<file path="src/rtl/vram_arbiter.sv">
// -----------------------------------------------------------------------------
// vram_arbiter
// Shares one synchronous single-port VRAM between a video fetch stream and a
// CPU. Video has strict priority. CPU accesses are serialised: only one CPU
// access is in flight at a time. A wait counter flags CPU starvation.
//
// Optional feature: define VRAM_POSTED_WRITE_EN to add a 1-entry posted CPU
// write buffer. Without it, CPU writes go straight to the RAM when granted.
//
// Ports
//   clk, resetn            pixel clock, asynchronous active-low reset
//   vid_req, vid_addr      video read request (one read per cycle high)
//   vid_valid, vid_rdata   video read return, three cycles after the request
//   cpu_req, cpu_we,       CPU request, held high until cpu_ack
//   cpu_addr, cpu_wdata
//   cpu_ack, cpu_rdata     one-cycle completion pulse; read data with ack
//   cpu_starve             CPU has waited STARVE_LIMIT cycles
//   ram_en, ram_we,        registered RAM port controls
//   ram_addr, ram_wdata
//   ram_rdata              RAM read data, one cycle after the read is issued
//
// CPU handshake: cpu_req is a request held high until the single-cycle
// cpu_ack. A request is accepted at an edge where it is high and no CPU access
// is in flight; the in-flight window ends at the edge closing the ack cycle,
// so a cpu_req still high in the following cycle starts a new access.
// -----------------------------------------------------------------------------
module vram_arbiter #(
  parameter int ADDR_W       = 14,
  parameter int DATA_W       = 8,
  parameter int STARVE_LIMIT = 1024
) (
  input  logic              clk,
  input  logic              resetn,
  input  logic              vid_req,
  input  logic [ADDR_W-1:0] vid_addr,
  output logic              vid_valid,
  output logic [DATA_W-1:0] vid_rdata,
  input  logic              cpu_req,
  input  logic              cpu_we,
  input  logic [ADDR_W-1:0] cpu_addr,
  input  logic [DATA_W-1:0] cpu_wdata,
  output logic              cpu_ack,
  output logic [DATA_W-1:0] cpu_rdata,
  output logic              cpu_starve,
  output logic              ram_en,
  output logic              ram_we,
  output logic [ADDR_W-1:0] ram_addr,
  output logic [DATA_W-1:0] ram_wdata,
  input  logic [DATA_W-1:0] ram_rdata
);

  localparam int              CNT_W = $clog2(STARVE_LIMIT + 1);
  localparam logic [CNT_W-1:0] LIMIT = CNT_W'(STARVE_LIMIT);

  // Return tag travelling alongside a RAM read: tag0 is the cycle the read is
  // on the RAM port, tag1 the cycle its data is on ram_rdata.
  typedef enum logic [1:0] {
    TAG_NONE = 2'd0,
    TAG_VID  = 2'd1,
    TAG_CPU  = 2'd2
  } tag_t;

  tag_t             tag0;
  tag_t             tag1;
  logic             busy;      // CPU access in flight, grant through ack cycle
  logic             grant;     // CPU request accepted at this edge
  logic [CNT_W-1:0] wait_cnt;
  logic [CNT_W-1:0] cnt_next;

`ifdef VRAM_POSTED_WRITE_EN
  logic              wb_valid;
  logic [ADDR_W-1:0] wb_addr;
  logic [DATA_W-1:0] wb_data;
  logic              drain;

  // Writes only need an empty buffer; reads also need the RAM slot, and
  // waiting for an empty buffer keeps read-after-write ordering.
  always_comb begin
    drain = wb_valid && !vid_req;
    grant = 1'b0;
    if (cpu_req && !busy && !wb_valid) begin
      grant = cpu_we || !vid_req;
    end
  end
`else
  logic wr_ack_d;  // write issued last edge, ack follows

  always_comb begin
    grant = cpu_req && !busy && !vid_req;
  end
`endif

  always_comb begin
    cnt_next = '0;
    if (cpu_req && !grant) begin
      cnt_next = (wait_cnt == LIMIT) ? wait_cnt : wait_cnt + CNT_W'(1);
    end
  end

  always_ff @(posedge clk or negedge resetn) begin
    if (!resetn) begin
      ram_en     <= 1'b0;
      ram_we     <= 1'b0;
      ram_addr   <= '0;
      ram_wdata  <= '0;
      vid_valid  <= 1'b0;
      vid_rdata  <= '0;
      cpu_ack    <= 1'b0;
      cpu_rdata  <= '0;
      cpu_starve <= 1'b0;
      tag0       <= TAG_NONE;
      tag1       <= TAG_NONE;
      busy       <= 1'b0;
      wait_cnt   <= '0;
`ifdef VRAM_POSTED_WRITE_EN
      wb_valid   <= 1'b0;
      wb_addr    <= '0;
      wb_data    <= '0;
`else
      wr_ack_d   <= 1'b0;
`endif
    end else begin
      ram_en <= 1'b0;
      ram_we <= 1'b0;
      tag0   <= TAG_NONE;

      if (vid_req) begin
        ram_en   <= 1'b1;
        ram_addr <= vid_addr;
        tag0     <= TAG_VID;
      end
`ifdef VRAM_POSTED_WRITE_EN
      else if (drain) begin
        ram_en    <= 1'b1;
        ram_we    <= 1'b1;
        ram_addr  <= wb_addr;
        ram_wdata <= wb_data;
      end else if (grant && !cpu_we) begin
        ram_en   <= 1'b1;
        ram_addr <= cpu_addr;
        tag0     <= TAG_CPU;
      end

      if (drain) begin
        wb_valid <= 1'b0;
      end
      if (grant && cpu_we) begin
        wb_valid <= 1'b1;
        wb_addr  <= cpu_addr;
        wb_data  <= cpu_wdata;
      end
      // A posted write completes as soon as it is buffered.
      cpu_ack <= (tag1 == TAG_CPU) || (grant && cpu_we);
`else
      else if (grant) begin
        ram_en   <= 1'b1;
        ram_we   <= cpu_we;
        ram_addr <= cpu_addr;
        if (cpu_we) begin
          ram_wdata <= cpu_wdata;
        end
        tag0 <= cpu_we ? TAG_NONE : TAG_CPU;
      end

      wr_ack_d <= grant && cpu_we;
      cpu_ack  <= (tag1 == TAG_CPU) || wr_ack_d;
`endif

      tag1      <= tag0;
      vid_valid <= (tag1 == TAG_VID);
      if (tag1 == TAG_VID) begin
        vid_rdata <= ram_rdata;
      end
      if (tag1 == TAG_CPU) begin
        cpu_rdata <= ram_rdata;
      end

      // grant and cpu_ack never coincide: an ack implies busy.
      if (grant) begin
        busy <= 1'b1;
      end else if (cpu_ack) begin
        busy <= 1'b0;
      end

      wait_cnt   <= cnt_next;
      cpu_starve <= (cnt_next == LIMIT);
    end
  end

endmodule

</file>
<file path="config.mk">
export PLATFORM = sky130hd
export DESIGN_NAME = vram_arbiter
export DESIGN_NICKNAME = d
export VERILOG_FILES = /design/src/rtl/vram_arbiter.sv
export SDC_FILE = /design/constraint.sdc
export NUM_CORES = 1
export LEC_CHECK = 0
export ABC_AREA = 1
export CAP_MARGIN = 20
export CORE_MARGIN = 1
export CORE_UTILIZATION = 45
export DETAILED_ROUTE_END_ITERATION = 10
export PLACE_DENSITY = 0.8
export SLEW_MARGIN = 40
export SYNTH_ARGS = -nofsm -noshare
export SYNTH_HDL_FRONTEND = slang
export SYNTH_SLANG_ARGS = --single-unit
</file>
<file path="constraint.sdc">
create_clock -name clk -period 1.8 [get_ports clk]
set_input_delay 0.36 -clock clk [delete_from_list [all_inputs] [get_ports clk]]
set_output_delay 0.36 -clock clk [all_outputs]
set_load 0.02 [all_outputs]
</file>
# After elaboration in Yosys (flattened, before gate mapping)
# Index checks and enable logic that the tools add are counted.
classes:
  n_reduce_logical: 11
  addsub: 1
  eq_ne: 4
  muxes: 13
  bitwise_logic: 1
ops:
  columns: ["cell", "count"]
  rows:
  - ["$mux W14", 2]
  - ["$eq A11 B11 Y1 const B", 2]
  - ["$mux W11", 2]
  - ["$add A11 B1 Y11 const B", 1]
  - ["$mux W1", 6]
  - ["$mux W2", 3]
  - ["$logic_and A1 B1 Y1", 4]
  - ["$reduce_bool A2 Y1", 2]
  - ["$logic_not A1 Y1", 3]
  - ["$reduce_and A3 Y1", 1]
  - ["$eq A2 B1 Y1 const B", 1]
  - ["$eq A2 B2 Y1 const B", 1]
  - ["$logic_or A1 B1 Y1", 1]
  - ["$not A1 Y1", 1]
totals:
  output_inout_bits: 43
  ff_bits: 60
  input_bits: 49

# Longest topological paths before layout
logic_depth:
  word_depth: 7
  mapped_depth: 12
  ltp_nobuf: 12

# Least setup slack after synthesis
# OpenSTA, ideal clock, no wires.
synth_timing:
  path_type: "register -> register"
  start: "register wait_cnt[0]"
  end: "register cpu_starve"
  t_required_ns: 1.686
  setup_ns: 0.114
  n_path_buf: 0
  t_arrival_ns: 1.217
  synth_period_minus_slack_ns: 1.331
  path_stages_with_launch: 11
  setup_slack_ns: 0.469
  path_cell_list: "dfrtp_1 > ha_1 > nand2_1 > nor3_1 > nand2_1 > nand2_1 > nand2_1 > nand2_1 > nor2_1 > nand2_1 > nor2_2"
synth_between:
  elab_chain_cells: 4
synth_lines:
  columns: ["item", "line_no", "source"]
  rows:
  - ["start: declaration", "67", "logic [CNT_W-1:0] wait_cnt;"]
  - ["start signal: assignment", "185", "wait_cnt <= cnt_next;"]
  - ["$add A11 B1 Y11 / $eq A11 B11 Y1 (equally long branches)", "96", "cnt_next = (wait_cnt == LIMIT) ? wait_cnt : wait_cnt + CNT_W'(1);"]
  - ["$mux W11 *", "96", null]
  - ["$mux W11 *", "95", "if (cpu_req && !grant) begin"]
  - ["$eq A11 B11 Y1 *", "186", "cpu_starve <= (cnt_next == LIMIT);"]
  - ["end signal: assignment", "186", null]
  - ["end: declaration", "44", "output logic cpu_starve,"]
# Every way passes the cells marked *; elsewhere a longest branch is shown, timed or not.
# A chain may end at the register's enable or synchronous reset.

# Final worst setup path
layout_timing:
  start: "register ram_addr[6]"
  end: "output ram_addr[6]"
layout_lines:
  columns: ["item", "line_no", "source"]
  rows:
  - ["start: declaration", "47", "output logic [ADDR_W-1:0] ram_addr,"]
  - ["start signal: assignment", "129", "ram_addr <= vid_addr;"]
  - ["start signal: assignment", "158", "ram_addr <= cpu_addr;"]
# No word-level cell between the ends.

==> flow_summary.ini <==
[synth]
post-synth-top-area-cell = sky130_fd_sc_hd__dfrtp_1
mappedNetlistArea_um2 = 2610
async_reset_ff_share_pct = 100
synth_enable_flop_cells = 0
ys.flop_type = sky130_fd_sc_hd__dfrtp_1
mappedNetlistNets = 355
post_synth.cell_area_avg_um2 = 8.58
yosysTopAreaCellShare_pct = 57.6
synth_sequential_area_ratio_pct = 57.6
ys_top_cells_by_area = sky130_fd_sc_hd__dfrtp_1, sky130_fd_sc_hd__nand2_1, sky130_fd_sc_hd__inv_1, sky130_fd_sc_hd__nor2_1, sky130_fd_sc_hd__o21ai_0
netlist_instances = 304
synth_cell_type_count = 23
ffs_latches_synth = 60
ys.warnings.count = 0

[floorplanning]
boundaryPins = 92
start_util_pct = 47.1
die_y_um = 78.1
core_area_um2 = 5540
fp.dieArea_um2 = 6100
rows = 27
dieWidth_um = 78.1

[sta]
timing.hold.ws_ns = 0.0269
finClkSkew_ns = 0.0109
rsz_0062_raised_after_global_routing = false
relative_max_transition_margin_pct = 67.6
final.setup.worst_slack_ns = 0.119
final_hold_viol_count = 0
achievable-frequency_mhz = 595
tightestPinTransition_ns = 0.485
final.setup.tns_ns = 0
post-route-period-util_pct = 93.4
period_minus_slack_ns = 1.68
report.final.slew_viol_count = 0
report.final.setup_viol = 0

[global_route]
grt_max_degree = 61
number_of_antenna_violations_at_the_first_check_in_global_routing = 0
grt_overflow = 0
wire_length_of_the_first_global_routing_pass_mm = 10.2
grtUsageTotal_pct = 21.7
grt_pass1_vias = 2210

[hold_path]
hp-class = in2async

[route]
viasPerCell = 4.78
drtAntennaViolNets = 0
highest_layer = met4
detail_route.first_pass.iterations = 4
vias = 2293
detail_route.wirelength.met1_mm = 2.46
routed-wl-met3_um = 340
drt_iter0_markers = 125
avgRoutedWirePerCell_um = 12.4
met2_length_mm = 3.00
route.final.wire_length_mm = 5.94
remaining_drc_errors = 0

[critical_path]
worst-path-max-fanout = 2
crit_type = reg2out
cp_delay_by_family_top = buffers and inverters
worst_setup_path_start_kind = flip-flop
timing.critical_path.to_type = output pin
crit_path_top_delay_cell = sky130_fd_sc_hd__clkdlybuf4s50_1
worst_ep_arrival_time_ns = 1.32
worstPathRequired_ns = 1.44
timing.critical_path.cells = clkdlybuf4s50_1
critical_path.n_buffers_inverters = 1
r2r_slack_ns = 0.14
worst_path_largest_cell_delay_ns = 0.64

[place]
dp_hpwl_mm = 4.23
dpl.cell_count = 464
preCtsSetupSlack_ns = 0.0477
gp_routability_congestion = 0.877
port_buffers = 91

[job]
cap_viol_max_count = 0

[clock_tree]
total_clock_sinks = 60
clock_tree_from_tritoncts = done
tritoncts.num_buffers = 9
cts-resized-gates = 0
max-clock-path-buffers = 2
clock-root-buffer = sky130_fd_sc_hd__clkbuf_8
htree_levels = 3
cts_hold_buf = 0
post_cts_buffers = 0
path_clk_slew_ns = 0.08
clk_latency_ns = 0.33

[finish]
fillers = 436
fin_cells = 480
layout-area-overhead-vs-synth_pct = 48.7
antenna-diode-count = 0
multi_input_logic_area_um2 = 910
final_nets = 454
drive_above_1_share_pct = 8.33
register_area_um2 = 1500

[power_and_ir_drop]
power.density_nw_per_um2 = 871
power.ir.vdd_worst_uv = 700
power.static_leakage_nw = 1.92

[status]
run_status = finished, final reports clean
[placed cells by master (no fill, tap or decap)]
master	netlist	routed
sky130_fd_sc_hd__clkinv_2	0	1
sky130_fd_sc_hd__clkinv_1	1	1
sky130_fd_sc_hd__a31oi_1	14	14
sky130_fd_sc_hd__xor2_1	5	5
sky130_fd_sc_hd__buf_4	0	4
sky130_fd_sc_hd__clkinvlp_4	0	1
sky130_fd_sc_hd__clkbuf_8	0	10
sky130_fd_sc_hd__o21ai_0	18	18
sky130_fd_sc_hd__nor3_1	3	3
sky130_fd_sc_hd__inv_2	1	1
sky130_fd_sc_hd__nand3_2	2	2
sky130_fd_sc_hd__nor3_2	2	2
sky130_fd_sc_hd__ha_1	2	2
sky130_fd_sc_hd__nand2_1	103	103
sky130_fd_sc_hd__nor2_4	2	2
sky130_fd_sc_hd__o21bai_1	1	1
sky130_fd_sc_hd__nand2_2	2	2
sky130_fd_sc_hd__dfrtp_1	60	60
sky130_fd_sc_hd__buf_2	4	1
sky130_fd_sc_hd__buf_12	0	2
sky130_fd_sc_hd__inv_1	38	38
sky130_fd_sc_hd__clkdlybuf4s50_1	0	90
sky130_fd_sc_hd__nand4_1	3	3
sky130_fd_sc_hd__nor2_2	2	2
sky130_fd_sc_hd__nor2_1	28	28
sky130_fd_sc_hd__nand3_1	7	7
sky130_fd_sc_hd__clkinv_4	0	1
sky130_fd_sc_hd__bufinv_16	0	3
sky130_fd_sc_hd__nand3b_1	1	1
[registers in the layout, summed over array words and instances, names as in the netlist]
| signal | cells |
|---|---|
| cpu_rdata | 8 |
| cpu_ack | 1 |
| ram_en | 1 |
| cpu_starve | 1 |
| ram_wdata | 8 |
| vid_rdata | 8 |
| ram_addr | 14 |
| wr_ack_d | 1 |
| tag1 | 2 |
| vid_valid | 1 |
| ram_we | 1 |
| busy | 1 |
| tag0 | 2 |
| wait_cnt | 11 |
[kinds of logic (layout without fill, tap and decap cells)]
family          after synthesis  count (layout)  share of synthesized area, %
simple gates                155             155                          25.1
flops                        60              60                          57.6
buf+inv                      49             153                          7.53
compound gates               33              33                          7.10
xor+xnor                      5               5                          1.68
fa+ha+maj                     2               2                         0.960
[where the power goes]
group          internal, mW  total, mW  switching [mW]
registers              1.41       1.44          0.0356
clock network         0.957       1.48           0.524
logic                 0.237      0.453           0.216
[cell usage after synthesis, types with 3 or more instances]
cell and instances:
sky130_fd_sc_hd__nand4_1 3, sky130_fd_sc_hd__nand2_1 103, sky130_fd_sc_hd__a31oi_1 14, sky130_fd_sc_hd__xor2_1 5, sky130_fd_sc_hd__buf_2 4, sky130_fd_sc_hd__dfrtp_1 60
sky130_fd_sc_hd__nand3_1 7, sky130_fd_sc_hd__clkbuf_1 4, sky130_fd_sc_hd__nor3_1 3, sky130_fd_sc_hd__nor2_1 28, sky130_fd_sc_hd__o21ai_0 18, sky130_fd_sc_hd__inv_1 38
[worst paths after layout]
check / start / to / cells past startpoint
setup / recovery: ram_addr[6]$_DFFE_PN0P_ / ram_addr[6] / 1
hold / removal: resetn / vid_rdata[6]$_DFFE_PN0P_ / 2
setup reg to reg: wait_cnt[0]$_DFF_PN0_ / cpu_starve$_DFF_PN0_ / 11
hold reg to reg: tag0[1]$_DFF_PN0_ / tag1[1]$_DFF_PN0_ / 0
max in group asynchronous: resetn / wait_cnt[10]$_DFF_PN0_ / 2
min in group clk: tag0[1]$_DFF_PN0_ / tag1[1]$_DFF_PN0_ / 0
[routing by layer]
layer | vias up | global-route usage [%]
met2 | 65 | 36.0
met3 | 12 | 7.21
li1 | 1138 | -
met4 | 0 | 8.52
met5 | - | 0
met1 | 1078 | 26.2
[metrics by stage]
stage               utilization, %  power (mW)  instance area, um^2
floorplan                        -        1.65                 2610
global placement              65.5        1.91                 3630
detailed placement            65.5        1.92                 3630
CTS                           70.0        3.41                 3880
global route                  70.0        3.51                 3880
finish                        70.0        3.38                 3880
[layout make-up]
cell class	instances	area share, %
Inverter	40	3.87
Clock buffer	10	3.55
Multi-Input combinational cell	195	23.5
Tap cell	72	2.32
Clock inverter	6	2.87
Timing Repair Buffer	97	25.2
Sequential cell	60	38.7
(Power assumes the default switching activity.)
